==> src/rtl/load_store_unit.sv <==
// RV32I load/store sequencer in front of the data-bus controller: checks legality and
// alignment, drives the bus strobes, and returns extended load data or an error response.
module load_store_unit #(
  parameter int READ_LATENCY = 1,
  parameter int ADDR_WIDTH   = 32
) (
  input  logic                  clk,
  input  logic                  rst,
  input  logic                  req_valid,
  output logic                  req_ready,
  input  logic                  req_we,
  input  logic [2:0]            req_funct3,
  input  logic [ADDR_WIDTH-1:0] req_addr,
  input  logic [31:0]           req_wdata,
  output logic                  resp_valid,
  output logic [31:0]           resp_data,
  output logic                  resp_misaligned,
  output logic                  resp_illegal,
  output logic                  bus_rd,
  output logic                  bus_wd,
  output logic [1:0]            bus_size,
  output logic [ADDR_WIDTH-1:0] bus_addr_in,
  output logic [ADDR_WIDTH-1:0] bus_addr_out,
  output logic [31:0]           bus_data_in,
  input  logic [31:0]           bus_data_out,
  input  logic                  bus_busy
);

  typedef enum logic [2:0] {IDLE, READ, WR_SETUP, WR_COMMIT, RESP, ERR} state_t;

  localparam logic [2:0] RL = 3'(READ_LATENCY);

  state_t      state;
  logic [2:0]  op_f3;
  logic [2:0]  cnt;
  logic        wd_arm;
  logic [1:0]  req_size;
  logic        req_mis;
  logic        req_ill;
  logic [31:0] ld_ext;

  always_comb begin
    req_size = req_funct3[1:0];
    req_mis  = (req_size == 2'b01 && req_addr[0]) ||
               (req_size == 2'b10 && req_addr[1:0] != 2'b00);
    req_ill  = req_we ? (req_funct3 > 3'd2)
                      : (req_funct3 == 3'd3 || req_funct3[2:1] == 2'b11);
  end

  always_comb begin
    ld_ext = bus_data_out;
    case (op_f3)
      3'd0:    ld_ext = {{24{bus_data_out[7]}}, bus_data_out[7:0]};
      3'd1:    ld_ext = {{16{bus_data_out[15]}}, bus_data_out[15:0]};
      3'd4:    ld_ext = {24'b0, bus_data_out[7:0]};
      3'd5:    ld_ext = {16'b0, bus_data_out[15:0]};
      default: ld_ext = bus_data_out;
    endcase
  end

  // The commit strobe is withheld combinationally while the controller is busy so it
  // fires exactly once, in the first non-busy WR_COMMIT cycle.
  assign bus_wd = wd_arm & ~bus_busy;

  always_ff @(posedge clk) begin
    if (!rst) begin
      state           <= IDLE;
      op_f3           <= 3'd0;
      cnt             <= 3'd0;
      wd_arm          <= 1'b0;
      req_ready       <= 1'b1;
      resp_valid      <= 1'b0;
      resp_data       <= 32'd0;
      resp_misaligned <= 1'b0;
      resp_illegal    <= 1'b0;
      bus_rd          <= 1'b0;
      bus_size        <= 2'd0;
      bus_addr_in     <= '0;
      bus_addr_out    <= '0;
      bus_data_in     <= 32'd0;
    end else begin
      resp_valid      <= 1'b0;
      resp_misaligned <= 1'b0;
      resp_illegal    <= 1'b0;
      case (state)
        IDLE: if (req_valid) begin
          op_f3     <= req_funct3;
          req_ready <= 1'b0;
          cnt       <= 3'd0;
          if (req_ill || req_mis) begin
            state           <= ERR;
            resp_valid      <= 1'b1;
            resp_illegal    <= req_ill;
            resp_misaligned <= ~req_ill;
          end else if (!req_we) begin
            state        <= READ;
            bus_rd       <= 1'b1;
            bus_addr_out <= req_addr;
            bus_size     <= req_size;
          end else begin
            state        <= WR_SETUP;
            bus_addr_in  <= req_addr;
            bus_addr_out <= req_addr;
            bus_size     <= req_size;
            bus_data_in  <= req_wdata;
          end
        end
        READ: if (!bus_busy) begin
          if (cnt == RL) begin
            state        <= RESP;
            resp_valid   <= 1'b1;
            resp_data    <= ld_ext;
            bus_rd       <= 1'b0;
            bus_addr_out <= '0;
            bus_size     <= 2'd0;
          end else begin
            cnt <= cnt + 3'd1;
          end
        end
        WR_SETUP: if (!bus_busy) begin
          state  <= WR_COMMIT;
          wd_arm <= 1'b1;
        end
        WR_COMMIT: if (!bus_busy) begin
          state        <= RESP;
          resp_valid   <= 1'b1;
          wd_arm       <= 1'b0;
          bus_addr_in  <= '0;
          bus_addr_out <= '0;
          bus_size     <= 2'd0;
          bus_data_in  <= 32'd0;
        end
        RESP, ERR: begin
          state     <= IDLE;
          req_ready <= 1'b1;
          resp_data <= 32'd0;
        end
        default: state <= IDLE;
      endcase
    end
  end

endmodule

==> config.mk <==
export PLATFORM = sky130hd
export DESIGN_NAME = load_store_unit
export DESIGN_NICKNAME = d
export VERILOG_FILES = /design/src/rtl/load_store_unit.sv
export SDC_FILE = /design/constraint.sdc
export NUM_CORES = 1
export LEC_CHECK = 0
export CORE_MARGIN = 8
export CORE_UTILIZATION = 44
export CTS_CLUSTER_SIZE = 20
export DETAILED_ROUTE_END_ITERATION = 8
export PLACE_DENSITY_LB_ADDON = 0.3
export RECOVER_POWER = 25
export SLEW_MARGIN = 10
export SYNTH_ARGS = -nofsm -noshare
export SYNTH_HDL_FRONTEND = slang
export SYNTH_SLANG_ARGS = --single-unit
==> constraint.sdc <==
create_clock -name clk -period 2 [get_ports clk]
set_input_delay 0.3 -clock clk [delete_from_list [all_inputs] [get_ports clk]]
set_output_delay 0.3 -clock clk [all_outputs]
set_load 0.01 [all_outputs]
# After elaboration in Yosys (flattened, before gate mapping)
# Index checks and enable logic that the tools add are counted.
[totals]
register_bits = 145
latchBits = 0
mem_bits_rw = 0
romBits = 0
input_bits = 104
out_inout_bits = 136
wordCells = 120
memories = 0
[op_classes]
n_addsub = 1
multipliers = 0
div = 0
n_lt_le_gt_ge = 1
eq_ne = 22
n_shift = 0
n_mux = 54
bitwise_logic = 3
reduce_logical = 25
[ops]
columns = ["cell", "count"]
rows = [
  ["two-way mux 32 bit", 13],
  ["case mux 32 bit (2 select lines)", 3],
  ["case mux 32 bit (4 select lines)", 1],
  ["case mux 32 bit (3 select lines)", 1],
  ["two-way mux 3 bit", 9],
  ["!= test 2 bit (second input constant)", 9],
  ["two-way mux 1 bit", 14],
  ["== test 3 bit (second input constant)", 4],
  ["two-way mux 2 bit", 6],
  ["case mux 3 bit (4 select lines)", 1],
  ["AND reduction 6 bit", 2],
  ["nonzero test 2 bit", 6],
  ["AND reduction 5 bit", 2],
  ["== test 3 x 1 -> 1 bit (second input constant)", 3],
  ["== test 3 x 2 -> 1 bit (second input constant)", 3],
  ["AND reduction 4 bit", 2],
  ["zero test 3 bit", 2],
  ["case mux 1 bit (2 select lines)", 3],
  ["case mux 2 bit (3 select lines)", 1],
  ["case mux 3 bit (2 select lines)", 1],
  ["AND reduction 3 bit", 2],
  ["== test 2 bit (second input constant)", 2],
  ["AND reduction 2 bit", 2],
  ["adder 3 x 1 -> 3 bit (second input constant)", 1],
  ["other kinds (9)", 13],
]

# Depth between registers and ports, before layout
# Gate-level depths: netlist of the first run.
[depth]
ltp_word = 7
mapped_depth = 8
ltp_nobuf = 6

# Worst setup path before layout of the first run
# Ideal clock, no wire load.
[synth_timing]
kind = "input-to-reg"
from = "input req_funct3[0]"
to = "register bus_addr_out[10]"
setup_ns = 0.072
arrival_ns = 1.562
required_time_ns = 1.928
setup_slack_ns = 0.367
cell_stages = 7
n_path_buf = 3
path_cell_list = "buf_2 > a221oi_2 > nor4_4 > nor4_2 > buf_6 > buf_12 > mux2i_1"
[synth_between]
elab_chain_cells = 6
word_cells_on_any_way = 12
cone_classes = "order compare (1); eq/ne (4); mux (1); reduce/logical (6)"
[synth_lines]
columns = ["element", "line_no", "rtl"]
rows = [
  ["start, declared", "12", "input logic [2:0] req_funct3,"],
  ["parallel branches: the longest is 3 deep, another holds > comparator 3 x 2 -> 1 bit", "--", ""],
  ["logical OR 1 bit *", "90", "if (req_ill || req_mis) begin"],
  ["!= test 2 bit (no line) *", "--", ""],
  ["AND reduction 6 bit (no line) *", "--", ""],
  ["end signal, assigned", "98", "bus_addr_out <= req_addr;"],
  ["end signal, assigned", "103", "bus_addr_out <= req_addr;"],
  ["end, declared", "23", "output logic [ADDR_WIDTH-1:0] bus_addr_out,"],
]
# Mark *: on every way between the ends.
# A chain may end at the register's enable or synchronous reset.

# Worst setup path in the final report of the first run
[layout_timing]
from = "register state[1]"
to = "register resp_data[23]"
[layout_between]
elab_chain_cells = 4
word_cells_on_any_way = 9
cone_classes = "eq/ne (5); mux (1); reduce/logical (3)"
[layout_lines]
columns = ["element", "line_no", "rtl"]
rows = [
  ["start, declared", "33", "state_t state;"],
  ["start signal, assigned", "67", "state <= IDLE;"],
  ["start signal, assigned", "91", "state <= ERR;"],
  ["start signal, assigned", "96", "state <= READ;"],
  ["== test 3 bit", "85", "case (state)"],
  ["OR reduction 2 bit", "85", ""],
  ["nonzero test 2 bit (no line)", "--", ""],
  ["AND reduction 3 bit (no line)", "--", ""],
  ["end signal, assigned", "112", "resp_data <= ld_ext;"],
  ["end, declared", "16", "output logic [31:0] resp_data,"],
]
# Several ways; a longest one is shown, not always the timed one.

==> reports/metrics.yaml, run 1 <==
fin_crit_ps: 1900
yosysMostFrequentCell: "nand2_1"
grt_use_met3_pct: 7.13
rows: 43
fin_area_um2: 9370
final_hold_viol_count: 0
synth_cell_types: 56
period_share_pct: 95.2
ant_nets: 0
area_growth_pct: 51.7
reg2reg_depth: 5
path_depth: 5
cp.arrival_ps: 2240
endpoint: "resp_data[23]"
coreArea_um2: 13800
grt_pass1_wl_um: 29500
r2r-end: "resp_data[23]"
status: "finished, final reports clean"
slew_headroom_pct: 50.0
path_clk_slew_ps: 60
drive_gt1_share_pct: 8.91
drt_iter0_markers: 342
hold_ws_ps: 189
grt_util_met1_pct: 21.9
ctsHoldBuffers: 0
synth_seq_cells: 145
busiest_layer: "met2"
finalMaxSlewViolations: 0
maxCapViolCount: 0
io_buffers: 239
path_delay_family: "compound AO/OA/AOI/OAI gates"
cts_resized: 0
use_met2_pct: 34.0
critPathBufInv: 2
drc: 0
finClkSkew_ps: 10.4
crit_type: "reg2reg"
critPathCaptureType: "flop"
cts_tree: "yes"
rr_startpoint: "state[1]"
post_synth_inst_count: 658
dp_slack_ps: -190
n_antenna_cell: 0
num_vias: 5649
firstDrtPassIters: 4
max_freq_ghz: 0.525
post_cts_buffers: 0
insertion_delay_ps: 420
root_buffer: "clkbuf_16"
synth_edf_count: 0
grt_antenna_before_repair: 1
fin_util_pct: 68.0
nFillCells: 1090
die_width_um: 134
critPathLaunch: "state[1]"
slowest_delay_ps: 470
synth_area_leaders: "dfxtp_1, mux2i_1, nand2_1"
cts.sinks: 145
dp_hpwl_um: 13700
grt_usage_pct: 20.2
path_max_fanout: 16
overflow: 0
yosysSeqAreaShare_pct: 47.0
synth_top_area_cell: "dfxtp_1"
path_cells: "buf_4 > inv_1 > a21boi_0 > o211ai_2 > o2bb2ai_1"
grt_max_degree: 65
p_leak_nw: 3.69
reg2reg_slack_ps: 100
initial_core_util_pct: 44.8
nets: 1002
rsz0062_at_grt: "false"
first_global_vias: 5888
startpoint_type: "flop"
min_path_type: "in2reg"
boundaryPins: 240
vias_per_cell: 5.19
synth_ff_type: "dfxtp_1"
fp.dieH_um: 134
gp_congestion: 0.834
final.setup.worst_slack_ps: 95.4
synth_area_um2: 6180
placed_area_um2: 8740
p_per_area_nw_per_um2: 1040
vdd_ir_drop_max_uv: 606
worst_slew_pin_slew_ps: 747
ctsHtreeMaxLevel: 4
cts-buffers-inserted: 17
netlist.area_leader.share_pct: 47.0
die-area_um2: 18100
clk_path_buf_depth: 2
routed_wl_um: 18500
cpMaxStageDelayCell: "dfxtp_1"
synth-async-reset-ratio_pct: 0
post_drt_wl_per_cell_um: 17.0
synthesis.nets: 764
setup_viol: 0
cp_data_required_time_ps: 2340
avgSynthCellArea_um2: 9.39
yosys-top-cells-count: "nand2_1, dfxtp_1, mux2i_1"
yosysWarnings: 0
==> metal layers <==
metal,vias up,share of wire (%)
met4,2,3.2
met5,-,0.043
met1,2685,41
met3,38,7.5
met2,199,48
li1,2725,-
==> placed cells by master (no fill, tap or decap), types with 3 or more instances in the layout <==
cell               n
o22a_1             7
o2bb2ai_1         16
a21boi_0           4
clkbuf_16         17
clkdlybuf4s50_1  176
a21oi_1           18
nor2_1            12
inv_1              4
dlygate4sd3_1     62
buf_4             25
dfxtp_1          145
mux2i_1           99
nor2b_1           19
clkbuf_8           3
nand2_1          183
nand3_1           40
clkinv_4           5
o21ai_0           13
bufinv_16          4
a221oi_1           3
buf_12             6
==> metrics by stage <==
step / TNS [ps] / power [W] / std cells
after floorplan: 0 / 0.00521 / 658
after global placement: -4900 / 0.00638 / 1057
after detailed placement: -8060 / 0.00646 / 1057
after CTS: 0 / 0.00989 / 1089
after global routing: 0 / 0.0102 / 1089
final: 0 / 0.00971 / 1089
==> sequential cells by signal, indices dropped and copies added, names as in the netlist, 2 cells and up <==
name          cells
bus_addr_in      32
bus_addr_out     32
bus_data_in      32
bus_size          2
cnt               3
op_f3             3
resp_data        32
state             3
==> how the worst min path moves through the flow <==
stage / startpoint / end / slack, ps / cells past startpoint
2_1_floorplan: req_funct3[2] / resp_misaligned / 410 / 1
3_3_place_gp: req_ready / req_ready / 440 / 2
3_5_place_dp: req_ready / req_ready / 440 / 2
4_1_cts: rst / wd_arm / 170 / 2
5_1_grt: rst / wd_arm / 170 / 2
6_report: rst / wd_arm / 190 / 2
==> kinds of logic after synthesis <==
kind of cell	count (synthesis)	synth area share (%)
AO/OA/AOI/OAI	76	8.83
XOR/XNOR	1	0.142
adder cells (fa/ha/maj)	2	0.405
buffers and inverters	57	6.69
flip-flops	145	47.0
multiplexers	99	16.0
AND/OR/NAND/NOR	278	20.9
==> power breakdown <==
| group | switching (W) | internal (W) |
|---|---|---|
| clock | 0.00122 | 0.00219 |
| combinational | 0.00133 | 0.00143 |
| sequential | 0.000252 | 0.00329 |
| total | 0.00280 | 0.00691 |
==> final cells by class <==
type | instances | area, µm² | share of cell area, %
Clock buffer | 20 | 467 | 4.98
Clock inverter | 12 | 181 | 1.94
Inverter | 4 | 15.0 | 0.160
Multi-Input combinational cell | 456 | 2870 | 30.6
Sequential cell | 145 | 2900 | 31.0
Tap cell | 180 | 225 | 2.40
Timing Repair Buffer | 272 | 2710 | 28.9
Power figures use the tool's default switching activity.
==> run 2: changes to the inputs <==
--- a/config.mk
+++ b/config.mk
@@ -6,9 +6,10 @@
 export NUM_CORES = 1
 export LEC_CHECK = 0
 export CORE_MARGIN = 8
-export CORE_UTILIZATION = 44
+export CORE_UTILIZATION = 40
 export CTS_CLUSTER_SIZE = 20
 export DETAILED_ROUTE_END_ITERATION = 8
+export GPL_ROUTABILITY_DRIVEN = 1
 export PLACE_DENSITY_LB_ADDON = 0.3
 export RECOVER_POWER = 25
 export SLEW_MARGIN = 10
==> constraint.sdc (replaced) <==
create_clock -name clk -period 1.55 [get_ports clk]
set_input_delay 0.2325 -clock clk [delete_from_list [all_inputs] [get_ports clk]]
set_output_delay 0.2325 -clock clk [all_outputs]
set_load 0.01 [all_outputs]
==> reports/metrics.yaml, run 2 (synthesis results as in run 1) <==
final_common_cell: "nand2_1"
drive_gt1_share_pct: 18.1  # +9.2 points
n_antenna_cell: 0  # unchanged
cts.sinks: 145  # unchanged
area_growth_pct: 68.4
finClkSkew_ps: 12.4  # +1.99 ps
top_layer: "met5"
wl_met3_um: 1420  # +2.7%
violations: "negative setup slack"
wl_met2_um: 10400  # +17%
endpoint: "bus_addr_out[12]"
routed_wl_um: 20900  # +13%
startpoint_type: "flop"
drt_iter0_markers: 288  # -16%
worstHoldStart: "rst"
gp_congestion: 0.824  # -1.1%
cp_data_required_time_ps: 1890  # -450 ps
root_buffer: "clkbuf_16"
worst_slew_pin_slew_ps: 361  # -386 ps
first_global_vias: 5572  # -5.4%
wl_met1_um: 8710  # +15%
finalMaxSlewViolations: 0  # unchanged
critPathLaunch: "state[0]"
coreArea_um2: 15100  # +10%
dp_hpwl_um: 13400  # -2.2%
cp.arrival_ps: 2070  # -170 ps
grt_antenna_before_repair: 1  # unchanged
rows: 45  # +4.7%
maxCapViolCount: 0  # unchanged
nets: 1058  # +5.6%
final_cell_mix: "nand2_1, dfxtp_1, clkdlybuf4s50_1, mux2i_1, dlygate4sd2_1"
reg2reg_slack_ps: -180  # -270 ps
path_clk_slew_ps: 60  # about the same
fp.dieH_um: 140  # +4.3%
slew_headroom_pct: 75.7  # +26 points
clk_path_buf_depth: 2  # unchanged
critPathCaptureType: "flop"
period_share_pct: 111  # +16 points
grt_pass1_wl_um: 29400  # -0.44%
io_buffers: 239  # unchanged
cts-buffers-inserted: 17  # unchanged
crit_type: "reg2reg"
ctsHtreeMaxLevel: 4  # unchanged
reg2reg_depth: 6  # +1
setup_viol: 130  # +130
status: "complete, but fails checks"
max_freq_ghz: 0.579  # +10%
fin_crit_ps: 1730  # -179 ps
rr_startpoint: "state[0]"
path_max_fanout: 7  # -9
overflow: 0  # unchanged
drc: 0  # unchanged
vdd_ir_drop_max_uv: 766  # +26%
firstDrtPassIters: 5  # +1
post_drt_wl_per_cell_um: 18.2  # +7.1%
p_leak_nw: 4.79  # +30%
die-area_um2: 19700  # +8.8%
num_vias: 5762  # +2.0%
final_hold_viol_count: 0  # unchanged
nFillCells: 1187  # +8.9%
p_per_area_nw_per_um2: 1240  # +20%
rsz0062_at_grt: "true"
grt_usage_pct: 18.4  # -1.8 points
vias_per_cell: 5.01  # -3.5%
die_width_um: 140  # +4.3%
r2r-end: "bus_addr_out[12]"
final.setup.worst_slack_ps: -176  # -271 ps
ctsHoldBuffers: 0  # unchanged
dp_slack_ps: -564  # -374 ps
ant_nets: 0  # unchanged
fin_tns_setup_ps: -10660  # -10660 ps
boundaryPins: 240  # unchanged
min_path_type: "in2reg"
initial_core_util_pct: 40.8  # -4.1 points
grt_max_degree: 66  # +1.5%
cts_tree: "yes"
insertion_delay_ps: 420  # about the same
run 2: cell types whose count changed in the layout (fill, tap and decap cells not counted), moves of 26 or more:
cell,before,now
dlygate4sd3_1,62,0
clkdlybuf4s25_1,0,35
dlymetal6s2s_1,0,33
dlygate4sd2_1,0,68
buf_4,25,51
clkdlybuf4s50_1,176,102
run 2: power breakdown:
group          switching [W]  internal (W)
Sequential          0.000296       0.00425
Combinational        0.00208       0.00228
Clock                0.00158       0.00244
run 2: timing repair:
item                                    CTS  global route
setup buffers                             2            13
endpoints found under the setup margin  185           202
pin swaps                                 7            24
gates resized for setup                  74           126
gates cloned                              0            17
run 2: worst max-delay path: stages (launching register included):
cell       delay (ps)
dfxtp_4           360
and2b_4           290
nor3_4             70
nor4_4            390
buf_4             210
clkbuf_16         160
mux2i_1           180
run 2: metrics by stage:
step | cell area [µm²] | instances | utilization [%] | hold WS, ps | total power (W)
3_3_place_gp | 8990 | 1089 | 59.4 | 431 | 0.00851
5_1_grt | 10400 | 1151 | 68.6 | 159 | 0.0135
4_1_cts | 9510 | 1121 | 62.8 | 139 | 0.0124
3_5_place_dp | 8990 | 1089 | 59.4 | 441 | 0.00855
2_1_floorplan | 6220 | 658 | - | 339 | 0.00674
6_report | 10400 | 1151 | 68.6 | 161 | 0.0129
run 2: worst min path at each step:
stage / cells past startpoint / end / slack [ps]
2_1_floorplan: 1 / resp_misaligned / 340
5_1_grt: 2 / op_f3[0] / 160
3_3_place_gp: 2 / req_ready / 430
6_report: 2 / op_f3[0] / 160
3_5_place_dp: 2 / req_ready / 440
4_1_cts: 3 / resp_data[15] / 140
run 2: layout make-up:
class | count | area [µm²] | area share, %
Timing Repair Buffer | 328 | 3470 | 33.4
Clock inverter | 9 | 108 | 1.03
Inverter | 4 | 15.0 | 0.144
Clock buffer | 21 | 460 | 4.43
Multi-Input combinational cell | 456 | 3190 | 30.7
Tap cell | 188 | 235 | 2.26
Sequential cell | 145 | 2910 | 28.0
run 2: metal layers:
layer,GRT usage [%],vias to the layer above
li1,-,2824
met1,21.7,2745
met2,30.6,166
met3,6.46,25
met4,6.06,2
met5,0,-
